## src/rtl/v3a_queue_pkg.sv

```systemverilog
// Shared types for the v3a queue controller and its client adapter.
// Build option: V3A_QUEUE_OP_ADAPTER_TIMEOUT_EN (watchdog in the adapter).
package v3a_queue_pkg;

  localparam int OP_W = 3;

  typedef enum logic [OP_W-1:0] {
    OP_ENQ_BACK  = 3'd0,
    OP_ENQ_FRONT = 3'd1,
    OP_DEQ_BACK  = 3'd2,
    OP_DEQ_FRONT = 3'd3,
    OP_UPD       = 3'd4,
    OP_DEL       = 3'd5
  } op_e;

  typedef enum logic [1:0] {
    ST_IDLE,
    ST_ISSUE,
    ST_RESP
  } adp_state_e;

  // Codes 6 and 7 have no controller line behind them.
  function automatic logic op_legal(input logic [OP_W-1:0] op);
    return op <= OP_DEL;
  endfunction

endpackage

```

## src/rtl/v3a_op_timer.sv

```systemverilog
// Clearable saturating cycle counter; done_o is high once p_limit cycles
// of en_i have elapsed since the last clear.
// Used by v3a_queue_op_adapter only when V3A_QUEUE_OP_ADAPTER_TIMEOUT_EN is defined.
module v3a_op_timer #(
  parameter int p_limit = 256
) (
  input  logic clk,
  input  logic rst,
  input  logic clr_i,
  input  logic en_i,
  output logic done_o
);

  localparam int CW = $clog2(p_limit + 1);
  localparam logic [CW-1:0] LIM = CW'(p_limit);

  logic [CW-1:0] cnt_q, cnt_d;

  // Next count: clear wins, otherwise count up and stick at the limit.
  always_comb begin
    cnt_d = cnt_q;
    if (clr_i)                    cnt_d = '0;
    else if (en_i && cnt_q != LIM) cnt_d = cnt_q + 1'b1;
  end

  // Counter register.
  always_ff @(posedge clk or posedge rst) begin
    if (rst) cnt_q <= '0;
    else     cnt_q <= cnt_d;
  end

  assign done_o = (cnt_q == LIM);

endmodule

```

## src/rtl/v3a_queue_op_adapter.sv

```systemverilog
// Client adapter for the v3a queue controller: one tagged op at a time,
// val/rdy request in, en/cpl handshake to the controller, val/rdy response out.
// Build option: V3A_QUEUE_OP_ADAPTER_TIMEOUT_EN adds a watchdog that aborts
// ops the controller never completes (enq on full, deq on empty).
module v3a_queue_op_adapter
  import v3a_queue_pkg::*;
#(
  parameter int p_depth     = 32,
  parameter int p_ptrwidth  = $clog2(p_depth),
  parameter int p_chanwidth = 32,
  parameter int p_timeout   = 256
) (
  input  logic                   clk,
  input  logic                   rst,
  input  logic                   req_val,
  output logic                   req_rdy,
  input  logic [OP_W-1:0]        req_op,
  input  logic [p_ptrwidth-1:0]  req_tag,
  input  logic [p_chanwidth-1:0] req_data,
  output logic                   resp_val,
  input  logic                   resp_rdy,
  output logic [OP_W-1:0]        resp_op,
  output logic                   resp_ok,
  output logic [p_ptrwidth-1:0]  resp_tag,
  output logic [p_chanwidth-1:0] resp_data,
  output logic                   q_enq_back_en,
  output logic                   q_enq_front_en,
  output logic                   q_deq_back_en,
  output logic                   q_deq_front_en,
  output logic                   q_upd_en,
  output logic                   q_del_en,
  input  logic                   q_enq_back_cpl,
  input  logic                   q_enq_front_cpl,
  input  logic                   q_deq_back_cpl,
  input  logic                   q_deq_front_cpl,
  input  logic                   q_upd_cpl,
  input  logic                   q_del_cpl,
  input  logic [p_ptrwidth-1:0]  q_enq_back_tag,
  input  logic [p_ptrwidth-1:0]  q_enq_front_tag,
  input  logic [p_chanwidth-1:0] q_deq_back_data,
  input  logic [p_chanwidth-1:0] q_deq_front_data,
  output logic [p_chanwidth-1:0] q_enq_data,
  output logic [p_ptrwidth-1:0]  q_upd_tag,
  output logic [p_ptrwidth-1:0]  q_del_tag,
  output logic [p_chanwidth-1:0] q_upd_data
);

  // A watchdog shorter than a full-queue tag search would abort legal upd/del.
  if (p_timeout < 2 * p_depth + 4) begin : g_bad_timeout
    $error("p_timeout must be at least 2*p_depth+4");
  end

  adp_state_e             state_q, state_d;
  logic [OP_W-1:0]        op_q, op_d;
  logic [p_ptrwidth-1:0]  tag_q, tag_d;
  logic [p_chanwidth-1:0] data_q, data_d;
  logic                   resp_ok_q, resp_ok_d;
  logic [p_ptrwidth-1:0]  resp_tag_q, resp_tag_d;
  logic [p_chanwidth-1:0] resp_data_q, resp_data_d;
  logic                   accept, cpl_sel, tmo, en_sel;

  assign accept = (state_q == ST_IDLE) && req_val;

`ifdef V3A_QUEUE_OP_ADAPTER_TIMEOUT_EN
  v3a_op_timer #(.p_limit(p_timeout)) u_timer (
    .clk    (clk),
    .rst    (rst),
    .clr_i  (accept),
    .en_i   (state_q == ST_ISSUE),
    .done_o (tmo)
  );
`else
  assign tmo = 1'b0;
`endif

  // Completion of the op in flight; completions on other lines are ignored.
  always_comb begin
    cpl_sel = 1'b0;
    case (op_q)
      OP_ENQ_BACK:  cpl_sel = q_enq_back_cpl;
      OP_ENQ_FRONT: cpl_sel = q_enq_front_cpl;
      OP_DEQ_BACK:  cpl_sel = q_deq_back_cpl;
      OP_DEQ_FRONT: cpl_sel = q_deq_front_cpl;
      OP_UPD:       cpl_sel = q_upd_cpl;
      OP_DEL:       cpl_sel = q_del_cpl;
      default:      cpl_sel = 1'b0;
    endcase
  end

  // Next state, request latch and response capture; completion beats timeout.
  always_comb begin
    state_d     = state_q;
    op_d        = op_q;
    tag_d       = tag_q;
    data_d      = data_q;
    resp_ok_d   = resp_ok_q;
    resp_tag_d  = resp_tag_q;
    resp_data_d = resp_data_q;
    case (state_q)
      ST_IDLE: begin
        if (req_val) begin
          op_d      = req_op;
          tag_d     = req_tag;
          data_d    = req_data;
          resp_ok_d = 1'b0;
          state_d   = op_legal(req_op) ? ST_ISSUE : ST_RESP;
        end
      end
      ST_ISSUE: begin
        if (cpl_sel) begin
          resp_ok_d = 1'b1;
          case (op_q)
            OP_ENQ_BACK:  resp_tag_d  = q_enq_back_tag;
            OP_ENQ_FRONT: resp_tag_d  = q_enq_front_tag;
            OP_DEQ_BACK:  resp_data_d = q_deq_back_data;
            OP_DEQ_FRONT: resp_data_d = q_deq_front_data;
            default: ;
          endcase
          state_d = ST_RESP;
        end else if (tmo) begin
          resp_ok_d = 1'b0;
          state_d   = ST_RESP;
        end
      end
      ST_RESP: begin
        if (resp_rdy) begin
          resp_ok_d   = 1'b0;
          resp_tag_d  = '0;
          resp_data_d = '0;
          state_d     = ST_IDLE;
        end
      end
      default: state_d = ST_IDLE;
    endcase
  end

  // State and datapath registers; reset abandons any op in flight.
  always_ff @(posedge clk or posedge rst) begin
    if (rst) begin
      state_q     <= ST_IDLE;
      op_q        <= '0;
      tag_q       <= '0;
      data_q      <= '0;
      resp_ok_q   <= 1'b0;
      resp_tag_q  <= '0;
      resp_data_q <= '0;
    end else begin
      state_q     <= state_d;
      op_q        <= op_d;
      tag_q       <= tag_d;
      data_q      <= data_d;
      resp_ok_q   <= resp_ok_d;
      resp_tag_q  <= resp_tag_d;
      resp_data_q <= resp_data_d;
    end
  end

  // Enable falls combinationally with cpl so an enq/deq cannot fire twice
  // and an upd/del search is never restarted.
  assign en_sel         = (state_q == ST_ISSUE) && !cpl_sel && !tmo;
  assign q_enq_back_en  = en_sel && (op_q == OP_ENQ_BACK);
  assign q_enq_front_en = en_sel && (op_q == OP_ENQ_FRONT);
  assign q_deq_back_en  = en_sel && (op_q == OP_DEQ_BACK);
  assign q_deq_front_en = en_sel && (op_q == OP_DEQ_FRONT);
  assign q_upd_en       = en_sel && (op_q == OP_UPD);
  assign q_del_en       = en_sel && (op_q == OP_DEL);

  assign q_enq_data = data_q;
  assign q_upd_data = data_q;
  assign q_upd_tag  = tag_q;
  assign q_del_tag  = tag_q;

  assign req_rdy   = (state_q == ST_IDLE) && !rst;
  assign resp_val  = (state_q == ST_RESP);
  assign resp_op   = resp_val ? op_q : '0;
  assign resp_ok   = resp_ok_q;
  assign resp_tag  = resp_tag_q;
  assign resp_data = resp_data_q;

endmodule

```

## config.mk

```make
export PLATFORM = sky130hd
export DESIGN_NAME = v3a_queue_op_adapter
export DESIGN_NICKNAME = d
export VERILOG_FILES = /design/src/rtl/v3a_queue_pkg.sv /design/src/rtl/v3a_op_timer.sv /design/src/rtl/v3a_queue_op_adapter.sv
export SDC_FILE = /design/constraint.sdc
export NUM_CORES = 1
export LEC_CHECK = 0
export ABC_AREA = 1
export BUFFER_PORTS_ARGS = -buffer_cell sky130_fd_sc_hd__buf_2
export CORE_UTILIZATION = 48
export CTS_CLUSTER_DIAMETER = 120
export DETAILED_ROUTE_END_ITERATION = 6
export PLACE_DENSITY = 0.86
export SLEW_MARGIN = 10
export SYNTH_ARGS = -nofsm -noshare
export SYNTH_HDL_FRONTEND = slang
export SYNTH_SLANG_ARGS = --single-unit
```

## constraint.sdc

```tcl
create_clock -name clk -period 6.2 [get_ports clk]
set_input_delay 0.31 -clock clk [delete_from_list [all_inputs] [get_ports clk]]
set_output_delay 0.31 -clock clk [all_outputs]
set_load 0.02 [all_outputs]
```

After elaboration in Yosys (flattened, before gate mapping). Index checks and enable logic that the tools add are counted.

Bits in registers: 80. Bits in latches: 0. RAM bits: 0. ROM bits: 0. Bits of input ports: 124. Output and inout bits: 123. Word-level logic and storage cells: 58. Memories: 0.

Add/sub/neg operators: 0. $mul: 0. Div/mod/pow operators: 0. Order comparisons: 1. Equality and inequality tests: 12. Shift operators: 0. Multiplexer cells: 19. Bitwise operators: 0. Reduce and logical (&&, ||, !) cells: 19.

Operators with widths (count): $pmux 32 s2 (2); $mux 32 (2); $pmux 5 s2 (2); $reduce_and 4->1 (3); $mux 5 (2); $logic_and 1x1->1 (8); $mux 2 (4); $eq 3x2->1 const B (2); $eq 3x3->1 const B (2); $ne 3x1->1 const B (2); $pmux 1 s6 (1); $pmux 2 s3 (1); $ne 2x2->1 const B (2); $eq 3x1->1 const B (1); $le 3x3->1 const B (1); $logic_not 3->1 (1); $mux 1 (3); $mux 3 (1); $pmux 1 s3 (1); $reduce_and 3->1 (1); $reduce_bool 3->1 (1); $eq 2x1->1 const B (1); $eq 2x2->1 const B (1); $logic_not 1->1 (2); 4 further kinds (4).

Logic depth before layout (Yosys ltp).
Depth after elaboration: 5. Depth in mapped cells: 11. Gate-level depth less buffers: 9.

Least setup slack after synthesis. OpenSTA, ideal clock, no wires.

Path type: reg-to-output. From: reg op_q[0]. To: out q_enq_back_en. Arrival: 1.579 ns. Data required time: 5.890 ns. Setup slack: 4.311 ns. Cell stages (with the launch flop): 10. Buffers on the path: 2. Cells stage by stage: dfrtp_1 buf_4 nand2_2 nor2_4 nand2_1 nand2_1 nor2_2 nand3_4 buf_2 nor3_1.

Word-level cells in the longest chain between the ends: 5. Elaborated cells on any way between the ends: 10. Those cells by class: 5 x eq/ne; 1 x mux; 4 x reduce/logical.

RTL lines: from (decl) (line v3a_queue_op_adapter.sv:54) `logic [OP_W-1:0] op_q, op_d;`; from (signal assigned) (line v3a_queue_op_adapter.sv:149) `op_q <= op_d;`; $eq 3x3->1 (tied with other cells) (line v3a_queue_op_adapter.sv:79) `case (op_q)`; $pmux 1 s6 (line v3a_queue_op_adapter.sv:79); $logic_not 1->1 (line v3a_queue_op_adapter.sv:160) `assign en_sel = (state_q == ST_ISSUE) && !cpl_sel && !tmo;`; $logic_and 1x1->1 (line v3a_queue_op_adapter.sv:160); $logic_and 1x1->1 * (line v3a_queue_op_adapter.sv:161) `assign q_enq_back_en = en_sel && (op_q == OP_ENQ_BACK);`; to (decl) (line v3a_queue_op_adapter.sv:26) `output logic q_enq_back_en,`.

Every way passes the cells marked *; elsewhere a longest branch is shown, timed or not.

Final worst setup path.
From: reg op_q[2]. To: reg resp_data_q[18] (netlist: resp_data[18]).

Word-level cells in the longest chain between the ends: 4. Elaborated cells on any way between the ends: 13. Those cells by class: 7 x eq/ne; 4 x mux; 2 x reduce/logical.

RTL lines: $eq 3x3->1 (tied with other cells) (line v3a_queue_op_adapter.sv:79); $pmux 1 s6 or $pmux 32 s2 (tied branches) (line v3a_queue_op_adapter.sv:79, v3a_queue_op_adapter.sv:112); $ne 2x2->1 (no source line) or $mux 32 (tied branches); $reduce_and 4->1 (no source line) or $pmux 32 s2 (tied branches); to (signal assigned) (line v3a_queue_op_adapter.sv:154) `resp_data_q <= resp_data_d;`; to (decl) (line v3a_queue_op_adapter.sv:59) `logic [p_chanwidth-1:0] resp_data_q, resp_data_d;`.

Parallel ways exist; a longest one is shown, timed or not. The select of a mux whose other input is x is not followed. A chain may end at the register's enable or synchronous reset.

==> impl_results.md <==
- Status: completed
- Global Route Usage Sum: 0.247
- Final ANT Viol Nets: 0
- Hold Startpoint: req_data[1]
- Yosys reg bits: 80
- CP endpoint kind: flip-flop
- Synth area leader: dfrtp_1
- Worst path slowest cell: a31oi_4
- Area Growth Syn to Fin: 26.9%
- Top cell type's share of synthesized area: 0.466
- CTS H-tree lvls: 3
- Total core area: 8680 µm²
- Worst-path clk slew: around 80 ps
- Required @ worst endpoint: roughly 6400 ps
- Logic pwr share: 0.560
- CTS tree: built
- Int Pwr: between 1.5 and 2 mW
- R2R depth: 6
- Die height: between 90 and 100 µm
- Final Cycle Share: 0.512
- Vias/cell: 4.97
- Top delay family on crit path: simple AND/OR/NAND/NOR gates
- WHS Path Cells: 3
- Hold_buf cts: 1
- Initial antenna violation count: 0
- Final setup TNS: 0 ps
- First-pass GRT wire length: roughly 19000 µm
- Share of cells above drive strength 1: 0.367
- Maximum clock frequency: approximately 310 MHz
- Max-Cap Viols: 0
- Crit Path Max Fanout: 34
- Slew @ Worst Pin: approximately 840 ps
- FF+latch area: around 2000 µm²
- Die X: around 97 µm
- Worst Hold Endpoint: q_enq_data[1]$_DFFE_PP0P_
- Drt total wl: ~11000 µm
- Reg power frac: 0.308
- PostCTS Resize Cnt: 0
- DP Wirelength: 8460 µm
- Drt pass-1 iters: 5
- NetSw: about 1.6 mW
- Area of the multi-input gates: 1760 µm²
- # fillers: 769
- Die footprint: about 9300 µm²
- Postcts setup bufs: 0
- Crit Path Class: flip-flop to flip-flop
- Mean Syn Cell Area: roughly 7.6 µm²
- Clock root buffer: clkbuf_8
- Reg2reg start: op_q[2]$_DFFE_PP0P_
- Synth cell types: 25
- Data arrival time of the critical path: about 3400 ps
- Power share of the clock group: 0.133
- Worst setup SP type: flip-flop
- Yosys warning total: 0
- IO buf count: between 200 and 250
- Largest net degree at the start of global routing: between 50 and 60
- Finish-stage setup viols: 0
- CTS max path bufs: 2
- Post-layout power: 3.10 mW
- Seq/Total Area, Yosys: 0.466
- Power Density: roughly 570 nW/µm²
- Sink Count: 80
- Slew Limit Fails: 0
- Switching Share: 0.504
- Reg2reg end: resp_data[18]$_DFFE_PP0P_
- Largest stage delay, worst path: between 900 and 1000 ps
- Final min period: about 3200 ps
- Static Leak: 3.27 nW
- Dominant synthesized flop cell: dfrtp_1
- Gr ovfl total: 0
- Ports: 247
- R2R setup slack: just over 3000 ps
- Post-Syn Instances: between 500 and 600
- Routed wire per std cell: roughly 13 µm
- Main area contributors after synthesis: dfrtp_1, nand2_1, buf_4
- Starting density of the core: 0.495
- Hold Path Class: primary input to flip-flop
- TritonCTS buffer count: 9
- RSZ-0062 raised after global routing: false
- Initial drt markers: ~140
- Number of enable flip-flop cells after synthesis: 0
- Syn Nets: approximately 690
- Final Hold Viols: 0
- Placer congestion estimate: 0.887
- Share of synthesized registers carrying an async set or reset: 1.00
- Max-slew headroom: 0.439
- Nets: approximately 900
- Antenna cells: 0
- Clock skew: approximately 11 ps
- Max VDD drop: ~0.22 mV
- Crit path buf inv count: 1
- # rows: 34
- Worst skew pair latency: 340 ps
- DR vias: approximately 4300
- Critical Path, Cell by Cell: inv_2, nand3_2, a31oi_4, nand3_2, nand2_1, nand2_1
- Number of global-route vias before repair: around 4100
- DRC viols: 0
- Mapped cell area: 4300 µm²
final cells by class:
cell class | count | share of cell area
Multi-Input combinational cell | 394 | 0.322
Clock buffer | 11 | 0.0241
Sequential cell | 80 | 0.367
Tap cell | 108 | 0.0248
Inverter | 18 | 0.0126
Timing Repair Buffer | 252 | 0.234
Clock inverter | 5 | 0.0149
flip-flops by register name, indices dropped and copies added (netlist names):
signal,cells
resp_data,32
resp_ok,1
resp_tag,5
q_enq_data,32
state_q,2
op_q,3
q_del_tag,5
worst max path at each step:
stage	startpoint	endpoint	cells after the start
floorplan	rst	op_q[0]$_DFFE_PP0P_	1
global placement	op_q[2]$_DFFE_PP0P_	resp_data[9]$_DFFE_PP0P_	6
detailed placement	op_q[2]$_DFFE_PP0P_	resp_data[18]$_DFFE_PP0P_	6
finish	op_q[2]$_DFFE_PP0P_	resp_data[18]$_DFFE_PP0P_	6
CTS	op_q[2]$_DFFE_PP0P_	resp_data[18]$_DFFE_PP0P_	6
global route	op_q[1]$_DFFE_PP0P_	resp_data[30]$_DFFE_PP0P_	5
routing by layer:
metal,routed length [µm],GRT usage,up-vias
li1,-,-,2143
met5,0,0,-
met2,5840,0.436,207
met3,823,0.0679,18
met1,4590,0.286,1944
met4,159,0.0918,0
tightest hold or removal path, cell delays in order:
cell and delay (ps):
buf_2 70, nand2_1 40, nand2_1 40
metrics by stage:
stage | instance area [µm²] | hold slack, ps | setup WS, ps | utilization | cells
final | 5450 | 158 | 3030 | 0.628 | 868
after global placement | 5230 | 374 | 3210 | 0.603 | 851
after detailed placement | 5230 | 377 | 2990 | 0.603 | 851
after floorplan | 4300 | 420 | 3840 | - | 566
after CTS | 5450 | 134 | 2990 | 0.628 | 868
after global routing | 5450 | 139 | 2660 | 0.628 | 868
cell families (layout without fill, tap and decap cells):
family                   Yosys count  count (layout)  synth area share
adder cells (fa/ha/maj)            4               4            0.0116
flip-flops                        80              80             0.466
buffers and inverters             92             286             0.126
AND/OR/NAND/NOR                  347             347             0.343
AO/OA/AOI/OAI                     43              43            0.0544
power by group through the flow:
| stage | Sequential (mW) | Combinational [mW] | Clock (mW) |
|---|---|---|---|
| global route | 0.986 | 1.90 | 0.442 |
| global placement | 0.951 | 1.69 | 0 |
| CTS | 0.952 | 1.75 | 0.423 |
| finish | 0.954 | 1.73 | 0.411 |
| floorplan | 1.19 | 1.15 | 0 |
| detailed placement | 0.957 | 1.75 | 0 |
cell usage in the layout (no fill, tap or decap), drive strengths merged, types with 2 or more instances in the layout:
cell and count:
buf 251, nand2 282, inv 16, bufinv 2, ha 4, a21oi 38
nand4 42, clkinv 4, nor2 10, nand3 11, o21ai 3, dfrtp 80
clkbuf 11
cell usage after synthesis, drive strengths merged, types with 3 or more instances:
master / n
nor2: 10
nand3: 11
a21oi: 38
dfrtp: 80
buf: 59
clkbuf: 15
o21ai: 3
nand2: 282
inv: 17
nand4: 42
ha: 4
(Power assumes the default switching activity.)
